## config.mk

```make
export PLATFORM = sky130hd
export DESIGN_NAME = fft_sequencer
export DESIGN_NICKNAME = d
export VERILOG_FILES = /design/src/rtl/fft_pkg.sv /design/src/rtl/fft_addr_gen.sv /design/src/rtl/fft_sequencer.sv
export SDC_FILE = /design/constraint.sdc
export NUM_CORES = 1
export LEC_CHECK = 0
export CAP_MARGIN = 0
export CORE_MARGIN = 10
export CORE_UTILIZATION = 24
export CTS_CLUSTER_SIZE = 40
export DETAILED_ROUTE_END_ITERATION = 16
export DONT_BUFFER_PORTS = 1
export GPL_TIMING_DRIVEN = 1
export PLACE_DENSITY_LB_ADDON = 0.12
export SETUP_SLACK_MARGIN = 0.02
export SLEW_MARGIN = 5
export SYNTH_ARGS = -nofsm -noshare
export SYNTH_HDL_FRONTEND = slang
export SYNTH_SLANG_ARGS = --single-unit
```

## constraint.sdc

```tcl
create_clock -name clk -period 6.4 [get_ports clk]
set_input_delay 0.64 -clock clk [delete_from_list [all_inputs] [get_ports clk]]
set_output_delay 0.64 -clock clk [all_outputs]
set_load 0.005 [all_outputs]
```

## src/rtl/fft_pkg.sv

```systemverilog
// fft_pkg: constants, types, state encoding and the bit-reversal helper shared
// by the FFT sequencer and its address generator.
package fft_pkg;

  localparam int N_LOG2 = 9;
  localparam int N      = 512;

  typedef logic [N_LOG2-1:0] addr_t;
  typedef logic [N_LOG2-2:0] tw_addr_t;

  typedef enum logic [2:0] {
    ST_IDLE    = 3'd0,
    ST_LOAD    = 3'd1,
    ST_COMPUTE = 3'd2,
    ST_DRAIN   = 3'd3,
    ST_UNLOAD  = 3'd4,
    ST_DONE    = 3'd5
  } state_e;

  // Mirror a 9-bit sample index (load order for decimation-in-time).
  function automatic addr_t bitrev9(input addr_t a);
    return {a[0], a[1], a[2], a[3], a[4], a[5], a[6], a[7], a[8]};
  endfunction

endpackage

```

## src/rtl/fft_addr_gen.sv

```systemverilog
// fft_addr_gen: combinational butterfly index generator. For stage s and
// butterfly b it yields the A/B sample addresses and the twiddle ROM address.
module fft_addr_gen
  import fft_pkg::*;
(
  input  logic [3:0] stage_i,
  input  logic [7:0] bfly_i,
  output addr_t      ia_o,
  output addr_t      ib_o,
  output tw_addr_t   tw_o
);

  addr_t span_s;
  addr_t j_s;
  addr_t grp_s;

  // Split b into group and in-group offset, then place the pair span apart
  always_comb begin
    span_s = 9'd1 << stage_i;
    j_s    = {1'b0, bfly_i} & (span_s - 9'd1);
    grp_s  = ({1'b0, bfly_i} >> stage_i) << (stage_i + 4'd1);
    ia_o   = grp_s | j_s;
    ib_o   = ia_o + span_s;
    tw_o   = tw_addr_t'(j_s << (4'd8 - stage_i));
  end

endmodule

```

## src/rtl/fft_sequencer.sv

```systemverilog
// fft_sequencer: control sequencer for the 512-point in-place radix-2 FFT.
// Loads samples bit-reversed, runs 9 stages of 256 two-cycle butterflies with
// a WB_LAT-deep write-back delay line, and pulses done at the end.
// Build option FFT_UNLOAD_EN compiles in the UNLOAD state that streams the
// RAM contents out; without it stage 8 drains straight into DONE.
module fft_sequencer
  import fft_pkg::*;
#(
  parameter int WB_LAT = 4
) (
  input  logic       clk,
  input  logic       reset_n,
  input  logic       start,
  input  logic       load_valid,
  output logic       busy,
  output logic       done,
  output logic       wr_sel,
  output logic       ram_write,
  output logic [8:0] write_address,
  output logic [8:0] read_address,
  output logic [7:0] twiddle_address,
  output logic       bfly_start,
  output logic       out_valid
);

  state_e            state_q;
  addr_t             load_cnt_q;
  logic [3:0]        stage_q;
  logic [7:0]        bfly_q;
  logic              ph_q;
  logic [4:0]        drain_cnt_q;
  logic              rd_is_a_q;
  logic              busy_q;
  logic              done_q;
  logic              wr_sel_q;
  logic              ram_write_q;
  logic              bfly_start_q;
  addr_t             wr_addr_q;
  addr_t             rd_addr_q;
  tw_addr_t          tw_q;
  logic [WB_LAT-1:0] dl_vld_q;
  addr_t             dl_addr_q [WB_LAT];
  addr_t             ia_s;
  addr_t             ib_s;
  tw_addr_t          tw_s;
  logic              push_vld_s;
  addr_t             push_addr_s;
`ifdef FFT_UNLOAD_EN
  logic [9:0]        unl_cnt_q;
  logic              rd_unl_q;
  logic              out_valid_q;
`endif

  fft_addr_gen u_addr_gen (
    .stage_i (stage_q),
    .bfly_i  (bfly_q),
    .ia_o    (ia_s),
    .ib_o    (ib_s),
    .tw_o    (tw_s)
  );

  // Address entering the write-back line: A on phase 0, B on phase 1
  always_comb begin
    push_vld_s  = 1'b0;
    push_addr_s = 9'd0;
    if (state_q == ST_COMPUTE) begin
      push_vld_s  = 1'b1;
      push_addr_s = ph_q ? ib_s : ia_s;
    end else begin
      push_vld_s  = 1'b0;
      push_addr_s = 9'd0;
    end
  end

  // Write-back delay line; keeps shifting through DRAIN so the last B lands
  always_ff @(posedge clk or negedge reset_n) begin
    if (!reset_n) begin
      dl_vld_q <= '0;
      for (int k = 0; k < WB_LAT; k++) dl_addr_q[k] <= 9'd0;
    end else begin
      dl_vld_q     <= {dl_vld_q[WB_LAT-2:0], push_vld_s};
      dl_addr_q[0] <= push_addr_s;
      for (int k = 1; k < WB_LAT; k++) dl_addr_q[k] <= dl_addr_q[k-1];
    end
  end

  // Sequencer FSM with its counters and all registered outputs
  always_ff @(posedge clk or negedge reset_n) begin
    if (!reset_n) begin
      state_q      <= ST_IDLE;
      load_cnt_q   <= 9'd0;
      stage_q      <= 4'd0;
      bfly_q       <= 8'd0;
      ph_q         <= 1'b0;
      drain_cnt_q  <= 5'd0;
      rd_is_a_q    <= 1'b0;
      busy_q       <= 1'b0;
      done_q       <= 1'b0;
      wr_sel_q     <= 1'b0;
      ram_write_q  <= 1'b0;
      bfly_start_q <= 1'b0;
      wr_addr_q    <= 9'd0;
      rd_addr_q    <= 9'd0;
      tw_q         <= 8'd0;
`ifdef FFT_UNLOAD_EN
      unl_cnt_q    <= 10'd0;
      rd_unl_q     <= 1'b0;
      out_valid_q  <= 1'b0;
`endif
    end else begin
      // Defaults: butterfly writes come out of the delay line
      done_q       <= 1'b0;
      rd_is_a_q    <= 1'b0;
      bfly_start_q <= rd_is_a_q;
      wr_sel_q     <= 1'b0;
      ram_write_q  <= dl_vld_q[WB_LAT-1];
      wr_addr_q    <= dl_addr_q[WB_LAT-1];
`ifdef FFT_UNLOAD_EN
      rd_unl_q     <= 1'b0;
      out_valid_q  <= rd_unl_q;
`endif
      case (state_q)
        ST_IDLE: begin
          if (start) begin
            state_q    <= ST_LOAD;
            busy_q     <= 1'b1;
            load_cnt_q <= 9'd0;
          end
        end
        ST_LOAD: begin
          if (load_valid) begin
            ram_write_q <= 1'b1;
            wr_sel_q    <= 1'b1;
            wr_addr_q   <= bitrev9(load_cnt_q);
            load_cnt_q  <= load_cnt_q + 9'd1;
            if (load_cnt_q == addr_t'(N - 1)) begin
              state_q <= ST_COMPUTE;
              stage_q <= 4'd0;
              bfly_q  <= 8'd0;
              ph_q    <= 1'b0;
            end
          end
        end
        ST_COMPUTE: begin
          rd_addr_q <= push_addr_s;
          tw_q      <= tw_s;
          rd_is_a_q <= ~ph_q;
          ph_q      <= ~ph_q;
          if (ph_q) begin
            bfly_q <= bfly_q + 8'd1;
            if (bfly_q == 8'd255) begin
              state_q     <= ST_DRAIN;
              drain_cnt_q <= 5'd0;
            end
          end
        end
        ST_DRAIN: begin
          drain_cnt_q <= drain_cnt_q + 5'd1;
          if (drain_cnt_q == 5'(WB_LAT - 1)) begin
            if (stage_q == 4'd8) begin
`ifdef FFT_UNLOAD_EN
              state_q   <= ST_UNLOAD;
              unl_cnt_q <= 10'd0;
`else
              state_q   <= ST_DONE;
`endif
            end else begin
              stage_q <= stage_q + 4'd1;
              state_q <= ST_COMPUTE;
            end
          end
        end
        ST_UNLOAD: begin
`ifdef FFT_UNLOAD_EN
          // One extra pass after the 512th read lets done trail the last out_valid
          if (unl_cnt_q == 10'd512) begin
            state_q <= ST_DONE;
          end else begin
            rd_addr_q <= unl_cnt_q[8:0];
            rd_unl_q  <= 1'b1;
            unl_cnt_q <= unl_cnt_q + 10'd1;
          end
`else
          state_q <= ST_IDLE;
          busy_q  <= 1'b0;
`endif
        end
        ST_DONE: begin
          done_q  <= 1'b1;
          busy_q  <= 1'b0;
          state_q <= ST_IDLE;
        end
        default: begin
          state_q <= ST_IDLE;
          busy_q  <= 1'b0;
        end
      endcase
    end
  end

  assign busy            = busy_q;
  assign done            = done_q;
  assign wr_sel          = wr_sel_q;
  assign ram_write       = ram_write_q;
  assign write_address   = wr_addr_q;
  assign read_address    = rd_addr_q;
  assign twiddle_address = tw_q;
  assign bfly_start      = bfly_start_q;
`ifdef FFT_UNLOAD_EN
  assign out_valid       = out_valid_q;
`else
  assign out_valid       = 1'b0;
`endif

endmodule

```

# ---- After elaboration in Yosys (flattened, before gate mapping)
# Index checks and enable logic that the tools add are counted.
# Widths: inputs -> output; s select.
dict set report totals {
  in_bits 4
  register_bits 102
  elab_cells 102
}
dict set report classes {
  bitwise 4
  mux 39
  add_sub_neg 7
  eq_ne 15
  reduce_logical 13
  shifts 4
}
# operator count
set op_table {}
lappend op_table {{$mux 9} 6}
lappend op_table {{$mux 8} 3}
lappend op_table {{$mux 3} 7}
lappend op_table {{$pmux 9 s2} 1}
lappend op_table {{$mux 4} 4}
lappend op_table {{$pmux 8 s2} 1}
lappend op_table {{$ne 2x2->1 const B} 6}
lappend op_table {{$pmux 3 s4} 1}
lappend op_table {{$mux 1} 10}
lappend op_table {{$mux 5} 2}
lappend op_table {{$pmux 5 s2} 1}
lappend op_table {{$add 9x1->9 const B} 1}
lappend op_table {{$add 9x9->9} 1}
lappend op_table {{$and 8x9->9} 1}
lappend op_table {{$eq 9x9->1 const B} 1}
lappend op_table {{$or 9x9->9} 1}
lappend op_table {{$reduce_and 3->1} 3}
lappend op_table {{$shl 1x4->9 const A} 1}
lappend op_table {{$shl 9x4->8} 1}
lappend op_table {{$shl 9x4->9} 1}
lappend op_table {{$shr 8x4->9} 1}
lappend op_table {{$sub 9x1->9 const B} 1}
lappend op_table {{$add 8x1->8 const B} 1}
lappend op_table {{$eq 8x8->1 const B} 1}
lappend op_table {{other kinds (19)} 25}

# ---- Depth between registers and ports, before layout
dict set report depth {
  word_depth 7
  ltp_mapped 19
  mapped_depth_nobuf 18
}

# ---- By module
# From an unflattened synthesis, not the netlist that was laid out.
dict set report hier_totals {
  cells_unflattened 552
  area_unflattened_um2 5520.3
}
# mod area_per_inst_um2 cells_per_inst instances
set modules_own_cells {}
lappend modules_own_cells {fft_sequencer 3882.5 318 1}
lappend modules_own_cells {fft_addr_gen 1637.8 234 1}

# ---- Worst setup path before layout
# No wires, ideal clock.
dict set report synth_timing {
  kind {flip-flop to flip-flop}
  start {register stage_q[0]}
  end {register rd_addr_q[8] (netlist: read_address[8])}
  t_arrival_ns 4.170
  path_buffers 1
  path_slack_ns 2.105
  required_ns 6.275
  synth_period_minus_slack_ns 4.295
  stages_incl_launch_ff 20
  path_cell_list {dfrtp_1 > buf_4 > inv_2 > ha_1 > ha_1 > nand2_1 > ha_1 > inv_1 > o311a_2 > o21ai_0 > o31ai_1 > a21o_1 > ha_1 > and3_1 > a21oi_1 > a31oi_1 > or3_1 > a21boi_0 > xnor2_1 > mux2_2}
}
dict set report synth_between {
  elab_chain_cells 7
  word_cells_on_any_way 10
  classes_between {add/sub (3); shift (3); mux (2); bitwise (2)}
}
# element line
set synth_lines {}
lappend synth_lines {{start: declaration} fft_sequencer.sv:28} ;# logic [3:0] stage_q;
lappend synth_lines {{start signal: assignment} fft_sequencer.sv:168} ;# stage_q <= stage_q + 4'd1;
lappend synth_lines {{$shl 1x4->9} fft_addr_gen.sv:19} ;# span_s = 9'd1 << stage_i;
lappend synth_lines {{$sub 9x1->9} fft_addr_gen.sv:20} ;# j_s = {1'b0, bfly_i} & (span_s - 9'd1);
lappend synth_lines {{$and 8x9->9} fft_addr_gen.sv:20}
lappend synth_lines {{$or 9x9->9} fft_addr_gen.sv:22} ;# ia_o = grp_s | j_s;
lappend synth_lines {{$add 9x9->9} fft_addr_gen.sv:23} ;# ib_o = ia_o + span_s;
lappend synth_lines {{$mux 9 *} fft_sequencer.sv:68} ;# push_addr_s = ph_q ? ib_s : ia_s;
lappend synth_lines {{$mux 9 *} fft_sequencer.sv:66} ;# if (state_q == ST_COMPUTE) begin
lappend synth_lines {{end signal: assignment} fft_sequencer.sv:145} ;# rd_addr_q <= push_addr_s;
lappend synth_lines {{end: declaration} fft_sequencer.sv:39} ;# addr_t rd_addr_q;
# Mark *: on every way between the ends. The rest lies on a longest branch, timed or not.
# A chain may end at the register's enable or synchronous reset.

# ---- Worst setup path in the final report
dict set report layout_timing {
  start {register stage_q[1]}
  end {register rd_addr_q[8] (netlist: read_address[8])}
}
# Same word-level chain as after synthesis.

==> run summary <==
Post-synthesis sequential area ratio = 46.6%
Crit share post-route = 82.1%
Synth async-reset ratio = 100%
Drt drc = 0
Critical path endpoint category = flop
Delay-heaviest family, CP = compound AO/OA/AOI/OAI gates
Critical Path Max Stage Delay = 820 ps
Placed instance count = 813
Maximum clock frequency = 190 MHz
Reg2reg start = stage_q[1]$_DFFE_PN0P_
Tot GR Track Use = 10.5%
Synthesis warning total = 0
Number of flops mapped to enable cells by yosys = 0
CP arrival = 5490 ps
Critical path data required time = 6640 ps
Via Count = 3992
Die width = 171 µm
Grt total ovfl = 0
FF-to-FF path depth = 18
Max VDD drop = 0.116 mV
Max stage delay cell, worst path = dfrtp_1
Post-synth top area share = 46.6%
Core area = 22600 µm²
Hpwl dp = 10800 µm
IO Pins = 36
Most numerous cell in the Yosys netlist = dfrtp_1
WS Path Type = flop to flop
Max Root-Sink Buffers = 2
Crit path top cell by count = ha_1
Max-cap violation count = 0
First-pass GRT wire length = 23600 µm
H-tree depth = 3
Routed Antenna Nets = 0
IO Port Bufs = 0
Area grow syn2layout = 8.63%
Initial antenna violation count = 0
Worst setup SP type = flop
Die Y = 171 µm
Fin. Hold Viols = 0
Num CTS Buffers = 9
RSZ-0062 raised after global routing = no
Number of setup buffers added after CTS = 0
HP Class = input port to asynchronous set/reset pin
Synth area leader = dfrtp_1
Largest net degree at the start of global routing = 103
Worst-Margin Slew = 841 ps
Syn avg cell area = 9.80 µm²
Fin. max-slew vios = 0
FF-to-FF End = read_address[8]$_DFFE_PN0P_
Final wirelength = 14900 µm
Initial core utilization = 24.3%
Vias per cell = 4.81
Post-layout min period = 5250 ps
Clock Sinks = 102
Vias in the first global route = 3965
Final setup viols = 0
Wire length per cell = 18.0 µm
Die Area = 29300 µm²
Clock edge transition at the registers on the reported setup and hold paths = 80 ps
Critical path depth = 18
Clock Tree Root = clkbuf_16
Yosys reg bits = 102
Worst-Skew Late Latency = 360 ps
Outcome = finished, final reports clean
R2R Setup Slk = 1150 ps
1st-iter DRT viols = 270
Cells after Synth = 559
Buf/Inv on CP = 2
Synth area leaders = dfrtp_1 (47%), nand2_1 (5.2%), ha_1 (4.8%)
Row count = 55
Clock Skew = 14.6 ps
PD cells = 218 nW/µm²
RePlAce Congestion = 0.823
Share of cells above drive strength 1 = 7.71%
Accumulated negative setup slack = 0 ps
LEAKAGE = 2.82 nW
Net count, final = 566
Initial DRT Pass Iterations = 5
Yosys cell types = 72
Synthesized cell area = 5480 µm²
Non-filler instance count after layout = 830
Synth cell count leaders = dfrtp_1 (102), nand2_1 (76), nor2_1 (49)
Antenna Cells = 0
Syn nets = 585
Critical-path cell list = inv_1, ha_1, ha_1, nand2_1, ha_1, inv_1, o311a_2, o21ai_0, o31ai_1, a21o_1, ha_1, and3_1, a21oi_1, a31oi_1, or3_1, a21boi_0, xnor2_1, mux2_2
Slew Limit Headroom = 43.9%
Main synth FF type = dfrtp_1
Critical path peak fanout = 25
CTS tree = built
==> worst register-to-register path: cells and delay by family, from the launching register on <==
| kind | cells | cell delay, ps |
|---|---|---|
| AO/OA/AOI/OAI | 7 | 1660 |
| XOR/XNOR | 1 | 100 |
| adder cells (fa/ha/maj) | 4 | 1180 |
| buffers and inverters | 2 | 390 |
| flip-flops | 1 | 820 |
| multiplexers | 1 | 270 |
| AND/OR/NAND/NOR | 3 | 720 |
==> worst max-delay path by stage <==
stage | startpoint | to | slack (ps)
5_1_grt | stage_q[1]$_DFFE_PN0P_ | read_address[8]$_DFFE_PN0P_ | 700
4_1_cts | stage_q[1]$_DFFE_PN0P_ | read_address[8]$_DFFE_PN0P_ | 1230
2_1_floorplan | stage_q[0]$_DFFE_PN0P_ | read_address[8]$_DFFE_PN0P_ | 2110
3_3_place_gp | stage_q[1]$_DFFE_PN0P_ | read_address[8]$_DFFE_PN0P_ | 1440
6_report | stage_q[1]$_DFFE_PN0P_ | read_address[8]$_DFFE_PN0P_ | 1150
3_5_place_dp | stage_q[1]$_DFFE_PN0P_ | read_address[8]$_DFFE_PN0P_ | 1260
==> power by group <==
group | switching [mW] | internal (mW)
Sequential | 0.0241 | 0.667
Clock | 0.277 | 0.281
Combinational | 0.0329 | 0.0171
Total | 0.334 | 0.965
==> placed cells by master (no fill, tap or decap), drive strengths merged, types with 3 or more instances in the layout <==
master   netlist  routed
a2111oi        3       3
a21boi         3       3
a21o           7       7
a21oi         25      25
a22o           4       4
a22oi          3       3
a31oi          7       7
and2           8       8
and3           5       5
buf           10       4
clkbuf        24       9
clkinv         0       3
dfrtp        102     102
ha            21      21
inv           21      25
mux2           5       5
mux2i         19      19
nand2         76      76
nand2b         5       5
nand3         12      12
nand4          9       9
nor2          49      49
nor2b          8       8
nor3           9       9
nor3b          4       4
o211ai         4       4
o21a           5       5
o21ai         33      33
o22ai          4       4
o31ai          7       7
o41ai          3       3
or3            4       4
xnor2         12      12
xor2          13      13
==> cell type report <==
| type | count | area (µm²) |
|---|---|---|
| inverters | 21 | 78.8 |
| flip-flops and latches | 102 | 2550 |
| repair buffers | 4 | 50.0 |
| clock inverters | 7 | 86.3 |
| multi-input cells | 402 | 2600 |
| clock buffers | 9 | 225 |
| well taps | 285 | 357 |
| fillers | 2400 | 16600 |
==> repair_timing <==
action,CTS,global route
resized for setup,0,0
hold buffers,1,0
hold endpoints to repair,102,0
==> registers in the layout, summed over array words and instances (netlist names) <==
signal / count
state_q: 3
rd_is_a_q: 1
bfly_q: 8
twiddle_address: 8
wr_sel: 1
read_address: 9
dl_vld_q: 4
busy: 1
stage_q: 4
ph_q: 1
ram_write: 1
load_cnt_q: 9
drain_cnt_q: 5
dl_addr_q: 36
write_address: 9
done: 1
bfly_start: 1
==> kinds of logic (layout without fill, tap and decap cells) <==
| kind of cell | Yosys count | in the layout | synth area share, % |
|---|---|---|---|
| other cells | 1 | 1 | 0.0684 |
| flops | 102 | 102 | 46.6 |
| buf+inv | 55 | 41 | 5.91 |
| mux | 26 | 26 | 5.32 |
| fa+ha+maj | 22 | 22 | 5.16 |
| simple gates | 199 | 199 | 17.0 |
| compound gates | 129 | 129 | 16.0 |
| xor+xnor | 25 | 25 | 4.00 |
==> layer usage <==
metal / vias to the layer above / share of wire (%) / GRT usage [%]
met2: 121 / 46 / 16.2
li1: 1921 / - / -
met5: - / 0 / 0
met3: 22 / 5.1 / 2.28
met4: 0 / 2.1 / 4.01
met1: 1928 / 47 / 13.9
==> stage by stage <==
step / power [mW] / cell area (µm²) / setup slack (ps) / utilization (%) / hold WS, ps
after detailed placement: 0.742 / 5610 / 1260 / 24.9 / 335
after global routing: 1.36 / 5950 / 701 / 26.4 / 215
final: 1.30 / 5950 / 1150 / 26.4 / 197
after floorplan: 0.728 / 5480 / 2110 / - / 331
after global placement: 0.740 / 5610 / 1440 / 24.9 / 332
after CTS: 1.32 / 5950 / 1230 / 26.4 / 218
Note: power is estimated with default switching activity, not from simulation.
